File: config.mk
export PLATFORM = sky130hd
export DESIGN_NAME = bus_node_fifo_flat
export DESIGN_NICKNAME = d
export VERILOG_FILES = /design/src/rtl/bus_node_fifo_if.sv /design/src/rtl/bus_node_fifo.sv /design/src/flat_wrapper.sv
export SDC_FILE = /design/constraint.sdc
export NUM_CORES = 1
export LEC_CHECK = 0
export BUFFER_PORTS_ARGS = -buffer_cell sky130_fd_sc_hd__buf_2
export CAP_MARGIN = 0
export CORE_ASPECT_RATIO = 0.9
export CORE_MARGIN = 3
export CORE_UTILIZATION = 50
export CTS_CLUSTER_DIAMETER = 40
export CTS_CLUSTER_SIZE = 28
export DETAILED_ROUTE_END_ITERATION = 12
export GPL_TIMING_DRIVEN = 0
export PLACE_DENSITY = 0.72
export SLEW_MARGIN = 20
export SYNTH_ARGS = -nofsm -noshare
export SYNTH_HDL_FRONTEND = slang
export SYNTH_SLANG_ARGS = --single-unit
File: constraint.sdc
create_clock -name clk -period 7.58 [get_ports clk]
set_input_delay 0.758 -clock clk [delete_from_list [all_inputs] [get_ports clk]]
set_output_delay 0.758 -clock clk [all_outputs]
set_load 0.01 [all_outputs]
File: src/rtl/bus_node_fifo_if.sv
// Host/bus handshake bundle for one bus_node_fifo endpoint.
// slave: the node itself; master: whoever drives the host and bus side.
interface bus_node_fifo_if #(
    parameter int pckg_sz = 16,
    parameter int depth   = 8
);
    localparam int CW = $clog2(depth + 1);

    // TX side (host -> node -> bus)
    logic               host_wr;
    logic [pckg_sz-1:0] host_wdata;
    logic               tx_full;
    logic [CW-1:0]      tx_count;
    logic               pndng;
    logic [pckg_sz-1:0] D_pop;
    logic               pop;

    // RX side (bus -> node -> host)
    logic               push;
    logic [pckg_sz-1:0] D_push;
    logic               host_rd;
    logic [pckg_sz-1:0] host_rdata;
    logic               rx_empty;
    logic [CW-1:0]      rx_count;
    logic [7:0]         drop_cnt;

    modport slave (
        input  host_wr, host_wdata, pop, push, D_push, host_rd,
        output tx_full, tx_count, pndng, D_pop,
               host_rdata, rx_empty, rx_count, drop_cnt
    );

    modport master (
        output host_wr, host_wdata, pop, push, D_push, host_rd,
        input  tx_full, tx_count, pndng, D_pop,
               host_rdata, rx_empty, rx_count, drop_cnt
    );
endinterface

File: src/rtl/bus_node_fifo.sv
// Per-node bus endpoint: a TX FIFO feeding the arbiter (pndng/D_pop/pop)
// and an address-filtered RX FIFO fed by the arbiter (push/D_push), both
// first-word-fall-through, plus a saturating counter of RX overflow drops.
module bus_node_fifo #(
    parameter int         pckg_sz = 16,
    parameter int         depth   = 8,
    parameter logic [7:0] id      = 8'h00,
    parameter logic [7:0] bdcst   = 8'hFF
) (
    input logic           clk,
    input logic           reset,
    bus_node_fifo_if.slave bus
);
    localparam int            AW       = $clog2(depth);
    localparam int            CW       = $clog2(depth + 1);
    localparam logic [CW-1:0] FULL_CNT = CW'(depth);

    // TX storage and control
    logic [pckg_sz-1:0] tx_mem_q [depth];
    logic [AW-1:0]      tx_wr_ptr_q, tx_wr_ptr_d;
    logic [AW-1:0]      tx_rd_ptr_q, tx_rd_ptr_d;
    logic [CW-1:0]      tx_cnt_q, tx_cnt_d;
    logic               tx_empty, tx_full, tx_do_wr, tx_do_rd;

    // RX storage and control
    logic [pckg_sz-1:0] rx_mem_q [depth];
    logic [AW-1:0]      rx_wr_ptr_q, rx_wr_ptr_d;
    logic [AW-1:0]      rx_rd_ptr_q, rx_rd_ptr_d;
    logic [CW-1:0]      rx_cnt_q, rx_cnt_d;
    logic               rx_empty, rx_full, rx_do_wr, rx_do_rd;
    logic               rx_addressed, rx_drop;
    logic [7:0]         rx_dest;
    logic [7:0]         drop_cnt_q, drop_cnt_d;

    // TX next-state: a write into a full FIFO is accepted only when the
    // head is popped in the same cycle (full implies non-empty, so the pop
    // is always valid then and the write slot is the one being vacated).
    always_comb begin
        tx_empty    = (tx_cnt_q == '0);
        tx_full     = (tx_cnt_q == FULL_CNT);
        tx_do_rd    = bus.pop && !tx_empty;
        tx_do_wr    = bus.host_wr && (!tx_full || bus.pop);
        tx_wr_ptr_d = tx_wr_ptr_q;
        tx_rd_ptr_d = tx_rd_ptr_q;
        tx_cnt_d    = tx_cnt_q;
        if (tx_do_wr) tx_wr_ptr_d = tx_wr_ptr_q + AW'(1);
        if (tx_do_rd) tx_rd_ptr_d = tx_rd_ptr_q + AW'(1);
        case ({tx_do_wr, tx_do_rd})
            2'b10:   tx_cnt_d = tx_cnt_q + CW'(1);
            2'b01:   tx_cnt_d = tx_cnt_q - CW'(1);
            default: tx_cnt_d = tx_cnt_q;
        endcase
    end

    // RX next-state: filter on destination ID, store when room exists or
    // when the host frees an entry this cycle, otherwise count the drop.
    always_comb begin
        rx_dest      = bus.D_push[pckg_sz-1 -: 8];
        rx_empty     = (rx_cnt_q == '0);
        rx_full      = (rx_cnt_q == FULL_CNT);
        rx_addressed = bus.push && ((rx_dest == id) || (rx_dest == bdcst));
        rx_do_rd     = bus.host_rd && !rx_empty;
        rx_do_wr     = rx_addressed && (!rx_full || bus.host_rd);
        rx_drop      = rx_addressed && rx_full && !bus.host_rd;
        rx_wr_ptr_d  = rx_wr_ptr_q;
        rx_rd_ptr_d  = rx_rd_ptr_q;
        rx_cnt_d     = rx_cnt_q;
        drop_cnt_d   = drop_cnt_q;
        if (rx_do_wr) rx_wr_ptr_d = rx_wr_ptr_q + AW'(1);
        if (rx_do_rd) rx_rd_ptr_d = rx_rd_ptr_q + AW'(1);
        case ({rx_do_wr, rx_do_rd})
            2'b10:   rx_cnt_d = rx_cnt_q + CW'(1);
            2'b01:   rx_cnt_d = rx_cnt_q - CW'(1);
            default: rx_cnt_d = rx_cnt_q;
        endcase
        if (rx_drop && (drop_cnt_q != 8'hFF)) drop_cnt_d = drop_cnt_q + 8'd1;
    end

    // Pointer, occupancy and drop-counter registers; reset empties both FIFOs.
    always_ff @(posedge clk or posedge reset) begin
        if (reset) begin
            tx_wr_ptr_q <= '0;
            tx_rd_ptr_q <= '0;
            tx_cnt_q    <= '0;
            rx_wr_ptr_q <= '0;
            rx_rd_ptr_q <= '0;
            rx_cnt_q    <= '0;
            drop_cnt_q  <= '0;
        end else begin
            tx_wr_ptr_q <= tx_wr_ptr_d;
            tx_rd_ptr_q <= tx_rd_ptr_d;
            tx_cnt_q    <= tx_cnt_d;
            rx_wr_ptr_q <= rx_wr_ptr_d;
            rx_rd_ptr_q <= rx_rd_ptr_d;
            rx_cnt_q    <= rx_cnt_d;
            drop_cnt_q  <= drop_cnt_d;
        end
    end

    // Packet storage; contents need no reset since reads are gated by occupancy.
    always_ff @(posedge clk) begin
        if (tx_do_wr) tx_mem_q[tx_wr_ptr_q] <= bus.host_wdata;
        if (rx_do_wr) rx_mem_q[rx_wr_ptr_q] <= bus.D_push;
    end

    assign bus.pndng      = !tx_empty;
    assign bus.tx_full    = tx_full;
    assign bus.tx_count   = tx_cnt_q;
    assign bus.D_pop      = tx_empty ? '0 : tx_mem_q[tx_rd_ptr_q];
    assign bus.rx_empty   = rx_empty;
    assign bus.rx_count   = rx_cnt_q;
    assign bus.host_rdata = rx_empty ? '0 : rx_mem_q[rx_rd_ptr_q];
    assign bus.drop_cnt   = drop_cnt_q;
endmodule

File: src/flat_wrapper.sv
// flat-port wrapper written by rule: the top's interface ports become plain ports
module bus_node_fifo_flat 
#(
    parameter int         pckg_sz = 16,
    parameter int         depth   = 8,
    parameter logic [7:0] id      = 8'h00,
    parameter logic [7:0] bdcst   = 8'hFF
)
  (clk, reset, bus_host_wr, bus_host_wdata, bus_pop, bus_push, bus_D_push, bus_host_rd, bus_tx_full, bus_tx_count, bus_pndng, bus_D_pop, bus_host_rdata, bus_rx_empty, bus_rx_count, bus_drop_cnt);
  bus_node_fifo_if #(.pckg_sz(pckg_sz), .depth(depth)) bus_i ();
  input logic clk;
  input logic reset;
  input wire logic [$bits(bus_i.host_wr)-1:0] bus_host_wr;
  input wire logic [$bits(bus_i.host_wdata)-1:0] bus_host_wdata;
  input wire logic [$bits(bus_i.pop)-1:0] bus_pop;
  input wire logic [$bits(bus_i.push)-1:0] bus_push;
  input wire logic [$bits(bus_i.D_push)-1:0] bus_D_push;
  input wire logic [$bits(bus_i.host_rd)-1:0] bus_host_rd;
  output wire logic [$bits(bus_i.tx_full)-1:0] bus_tx_full;
  output wire logic [$bits(bus_i.tx_count)-1:0] bus_tx_count;
  output wire logic [$bits(bus_i.pndng)-1:0] bus_pndng;
  output wire logic [$bits(bus_i.D_pop)-1:0] bus_D_pop;
  output wire logic [$bits(bus_i.host_rdata)-1:0] bus_host_rdata;
  output wire logic [$bits(bus_i.rx_empty)-1:0] bus_rx_empty;
  output wire logic [$bits(bus_i.rx_count)-1:0] bus_rx_count;
  output wire logic [$bits(bus_i.drop_cnt)-1:0] bus_drop_cnt;
  assign bus_i.host_wr = bus_host_wr;
  assign bus_i.host_wdata = bus_host_wdata;
  assign bus_i.pop = bus_pop;
  assign bus_i.push = bus_push;
  assign bus_i.D_push = bus_D_push;
  assign bus_i.host_rd = bus_host_rd;
  assign bus_tx_full = bus_i.tx_full;
  assign bus_tx_count = bus_i.tx_count;
  assign bus_pndng = bus_i.pndng;
  assign bus_D_pop = bus_i.D_pop;
  assign bus_host_rdata = bus_i.host_rdata;
  assign bus_rx_empty = bus_i.rx_empty;
  assign bus_rx_count = bus_i.rx_count;
  assign bus_drop_cnt = bus_i.drop_cnt;
  bus_node_fifo #(.pckg_sz(pckg_sz), .depth(depth), .id(id), .bdcst(bdcst)) u_core (.clk(clk), .reset(reset), .bus(bus_i));
endmodule
* Word-level counts from Yosys, hierarchy flattened
Memory sizes are Yosys's and may differ from the RTL's. Cells that the tools add are included.
Storage, ports and cells: flip-flop bits (word level) 28, latch bits 0, memory bits (writable) 256, memory bits (read-only) 0, input bits 38, output and inout bits 51, logic and storage cells 55, memories kept 2
Cells by class: add/sub/neg operators 9, multipliers 0, div/mod/pow operators 0, $lt $le $gt $ge 0, equal/unequal tests 8, shifts and indexed selects 0, multiplexer cells 8, bitwise operators 0, reduce and logical (&&, ||, !) cells 21
Memory list:
- u_core.rx_mem_q | depth 8, width 16, read ports 1, clocked after memory_dff 0, wr ports 1, RTL line bus_node_fifo.sv:26 | logic [pckg_sz-1:0] rx_mem_q [depth];
- u_core.tx_mem_q | depth 8, width 16, read ports 1, clocked after memory_dff 0, wr ports 1, RTL line bus_node_fifo.sv:19 | logic [pckg_sz-1:0] tx_mem_q [depth];
Operator list (count):
- two-way mux 16 bit | 2
- case mux 4 bit (2 select lines) | 2
- adder 3 x 1 -> 3 bit, second input constant | 4
- adder 4 x 1 -> 4 bit, second input constant | 2
- adder 8 x 1 -> 8 bit, second input constant | 1
- equality test 4 bit, second input constant | 2
- equality test 8 bit, second input constant | 1
- logical AND 1 bit | 8
- zero test 4 bit | 2
- zero test 8 bit | 1
- inequality test 8 bit, second input constant | 1
- subtractor 4 x 1 -> 4 bit, second input constant | 2
- zero test 1 bit | 5
- equality test 2 x 1 -> 1 bit, second input constant | 2
- equality test 2 bit, second input constant | 2
- two-way mux 1 bit | 4
- nonzero test 2 bit | 2
- logical OR 1 bit | 3

* Longest topological paths before layout
depth in word-level cells 6, mapped depth 13, gate-level depth less buffers 11

* Worst setup path before layout
OpenSTA, ideal clock, no wires.
path kind input port to flip-flop, start input port bus_D_push[14], end memory u_core.rx_mem_q[2][0] (enable), setup time 0.431 ns, arrival time 3.309 ns, data required time 7.149 ns, slack 3.840 ns, stages 6, path buffers 2, path through nand4_1 -> or2_2 -> buf_2 -> a21oi_1 -> buf_2 -> nor4bb_1
Between the ends: word-level cells in the longest chain between the ends 6, elaborated cells between the ends (all ways) 7, those cells by class eq/ne (1); mux (2); reduce/logical (4)
Ends and longest elaborated chain:
- from (decl) | RTL line flat_wrapper.sv:17 | input wire logic [$bits(bus_i.D_push)-1:0] bus_D_push;
- equality test 8 bit / zero test 8 bit (equally long branches) | RTL line bus_node_fifo.sv:61 | rx_addressed = bus.push && ((rx_dest == id) || (rx_dest == bdcst));
- logical OR 1 bit (*) | RTL line bus_node_fifo.sv:61
- logical AND 1 bit (*) | RTL line bus_node_fifo.sv:61
- logical AND 1 bit (*) | RTL line bus_node_fifo.sv:63 | rx_do_wr = rx_addressed && (!rx_full || bus.host_rd);
- two-way mux 1 bit (*) | RTL line bus_node_fifo.sv:103 | if (rx_do_wr) rx_mem_q[rx_wr_ptr_q] <= bus.D_push;
- two-way mux 1 bit (implied by the code) (*) | RTL line bus_node_fifo.sv:103
- to (decl) | RTL line bus_node_fifo.sv:26
Mark *: on every way between the ends. The rest lies on a longest branch, timed or not.

* Worst setup path in the final report
start register u_core.tx_rd_ptr_q[2], end output port bus_D_pop[6]
Between the ends: word-level cells in the longest chain between the ends 2
Ends and longest elaborated chain:
- from (decl) | RTL line bus_node_fifo.sv:21 | logic [AW-1:0] tx_rd_ptr_q, tx_rd_ptr_d;
- from (signal assigned) | RTL line bus_node_fifo.sv:91 | tx_rd_ptr_q <= tx_rd_ptr_d;
- memory (8 x 16 bit)
- two-way mux 16 bit | RTL line bus_node_fifo.sv:109 | assign bus.D_pop = tx_empty ? '0 : tx_mem_q[tx_rd_ptr_q];
- to (decl) | RTL line flat_wrapper.sv:22 | output wire logic [$bits(bus_i.D_pop)-1:0] bus_D_pop;
No other way between the ends.

==> metrics <==
outcome=finished, final reports clean; die area=24500 sq um; CP max stage delay=0.84 ns; GRT overflow=0; worst path bufs/invs=3; initial antenna violation count=1; layout cells sized above 1=35.4%; Avg Inst Size Synth=20.0 sq um; power per cell area=377 nW/um^2; Skew-Pair Late Insertion Delay=0.52 ns; Synth cell types=46; vias in the first global route=6353; DRC viols=0; Initial Util=51.7%; fin area=13600 sq um; DRT antenna net count=0; Syn Inst Count=568; commonest non-fill, non-tap cell in the layout=edfxtp_1; core area=22000 sq um; fmax=286 MHz; Worst Hold Class=input port to async pin; Syn Nets=618; crit share post-route=46.2%; die width=165 microns; DP HPWL=14900 microns; #FFs+latches synth=284; RSZ-0062 raised after global routing=no; Post-CTS Setup Bufs=0; CP endpoint kind=output pin; diode count=0; Pleak=4.88 nW; clock skew=0.0402 ns; area share of the largest cell type after synthesis=67.7%; DRT Pass-1 Iters=5; CTS Buffer Depth=3; Slew HR=30.8%; CTS tree=built; CP cell instances=buf_1 > clkbuf_1 > mux2i_1 > nor2_1 > buf_2; CTS buffer count=36; CP delay by family, top=buffers and inverters; Post-Layout Cell Count=1026; placed cell area=12400 sq um; Ys Warns=0; Least-Margin Pin Slew=1.04 ns; mapped cell area=11300 sq um; hold buffers post-CTS=0; hold_ws=0.320 ns; Critical Path RT=6.82 ns; number of max-cap violations=0; Slew Limit Fails=0; crit path launch type=flip-flop; DR vias/cell=5.75; Synth area leaders=edfxtp_1 (68%), mux4_2 (13%), dfrtp_1 (6.2%); worst-path fanout max=10; Rows=51; cell taking the most area after synthesis=edfxtp_1; routed vias=5904; commonest cells after routing, fill and taps aside=edfxtp_1 (256), buf_2 (97), mux4_2 (64); Layout Area Growth over Synthesis=19.6%; critical path class=flip-flop to output pin; final wirelength=23100 microns; FFs w/ async S/R, synth=9.86%; clock root buffer=clkbuf_16; die height=149 microns; placed instance count=960; Seq/Total Area, Yosys=73.9%; port buffer count=88; Reg clk slew, reported paths=0.06 ns; Final setup viols=0; post-route minimum period=3.50 ns; Setup TNS Final=0 ns; DRT iter0 DRCs=459; DR WL/cell=22.5 microns; pin count of the biggest net entering global routing=29; Max VDD drop=222 uV; H-tree levels=2; clock sink count=284; fin nets=757; GRT Total Usage=19.6%; EDFF count, synth=256; CTS resizes=0; crit path DAT=2.74 ns; Fin. Hold Viols=0; slowest CP cell=clkbuf_1; placer's final routability congestion estimate=0.774; num ports=89; Primary FF master, synth=edfxtp_1; first-pass GRT wire length=36000 microns
logic make-up after synthesis:
| family | Yosys count | share of synthesized area [%] |
|---|---|---|
| AO/OA/AOI/OAI | 20 | 1.20 |
| XOR/XNOR | 22 | 1.70 |
| adder cells (fa/ha/maj) | 12 | 1.39 |
| buffers and inverters | 37 | 1.32 |
| flip-flops | 284 | 73.9 |
| multiplexers | 103 | 16.2 |
| AND/OR/NAND/NOR | 90 | 4.26 |
final timing paths:
check                      cells past startpoint  slack [ns]                               start                                 end
setup / recovery                               5        4.08   u_core.tx_rd_ptr_q[2]$_DFFE_PP0P_                        bus_D_pop[6]
setup reg to reg                              12        4.74  u_core.bus.rx_count[1]$_DFFE_PP0P_  u_core.bus.rx_count[2]$_DFFE_PP0P_
min in group clk                               1        0.49  u_core.bus.drop_cnt[7]$_DFFE_PP0P_  u_core.bus.drop_cnt[7]$_DFFE_PP0P_
hold / removal                                 2        0.32                               reset  u_core.bus.rx_count[2]$_DFFE_PP0P_
max in group asynchronous                      2        6.85                               reset  u_core.bus.tx_count[3]$_DFFE_PP0P_
hold reg to reg                                1        0.49  u_core.bus.drop_cnt[7]$_DFFE_PP0P_  u_core.bus.drop_cnt[7]$_DFFE_PP0P_
power breakdown:
| group | switching (mW) | internal, mW | leakage, nW |
|---|---|---|---|
| clock | 0.672 | 1.02 | 0.599 |
| sequential | 0.0871 | 1.85 | 2.67 |
| combinational | 0.802 | 0.681 | 1.61 |
| total | 1.56 | 3.55 | 4.88 |
state kept, by name, summed over array words and instances (netlist names):
name	flops
u_core.rx_wr_ptr_q	3
u_core.rx_rd_ptr_q	3
u_core.rx_mem_q	128
u_core.tx_wr_ptr_q	3
u_core.bus.drop_cnt	8
u_core.tx_rd_ptr_q	3
u_core.tx_mem_q	128
u_core.bus.rx_count	4
u_core.bus.tx_count	4
cell type report:
class                           instances  area (sq um)
Clock inverter                         28           290
Inverter                               11          41.3
Timing Repair Buffer                  101           587
Tap cell                              291           364
Sequential cell                       284          8390
Multi-Input combinational cell        247          2870
Fill cell                            1549          8380
Buffer                                 26           109
Clock buffer                           38           930
metal layers:
| layer | part of all wire [%] | up-vias | global-route usage [%] | wire length, microns |
|---|---|---|---|---|
| li1 | - | 2578 | - | - |
| met1 | 41 | 3031 | 26.3 | 9370 |
| met2 | 49 | 248 | 31.9 | 11300 |
| met3 | 8.1 | 45 | 5.08 | 1870 |
| met4 | 2.2 | 2 | 6.21 | 509 |
| met5 | 0.056 | - | 0 | 13 |
metrics by stage:
step           util (%)  total power [mW]  setup slack (ns)
2_1_floorplan         -              2.94              3.84
3_3_place_gp       55.4              3.38              1.93
3_5_place_dp       56.3              3.46              4.21
4_1_cts            61.8              5.18              4.02
5_1_grt            61.8              5.37              3.89
6_report           61.8              5.12              4.08
Yosys cell counts, drive strengths merged, types with 4 or more instances:
master / n
edfxtp: 256
mux4: 64
nor2: 43
mux2i: 34
dfrtp: 28
clkbuf: 15
xor2: 14
buf: 11
ha: 11
inv: 11
nand2: 11
xnor2: 8
a211oi: 6
mux2: 5
nand4: 5
a21oi: 4
o21ai: 4
No activity file was read; power rests on OpenSTA's default activity.
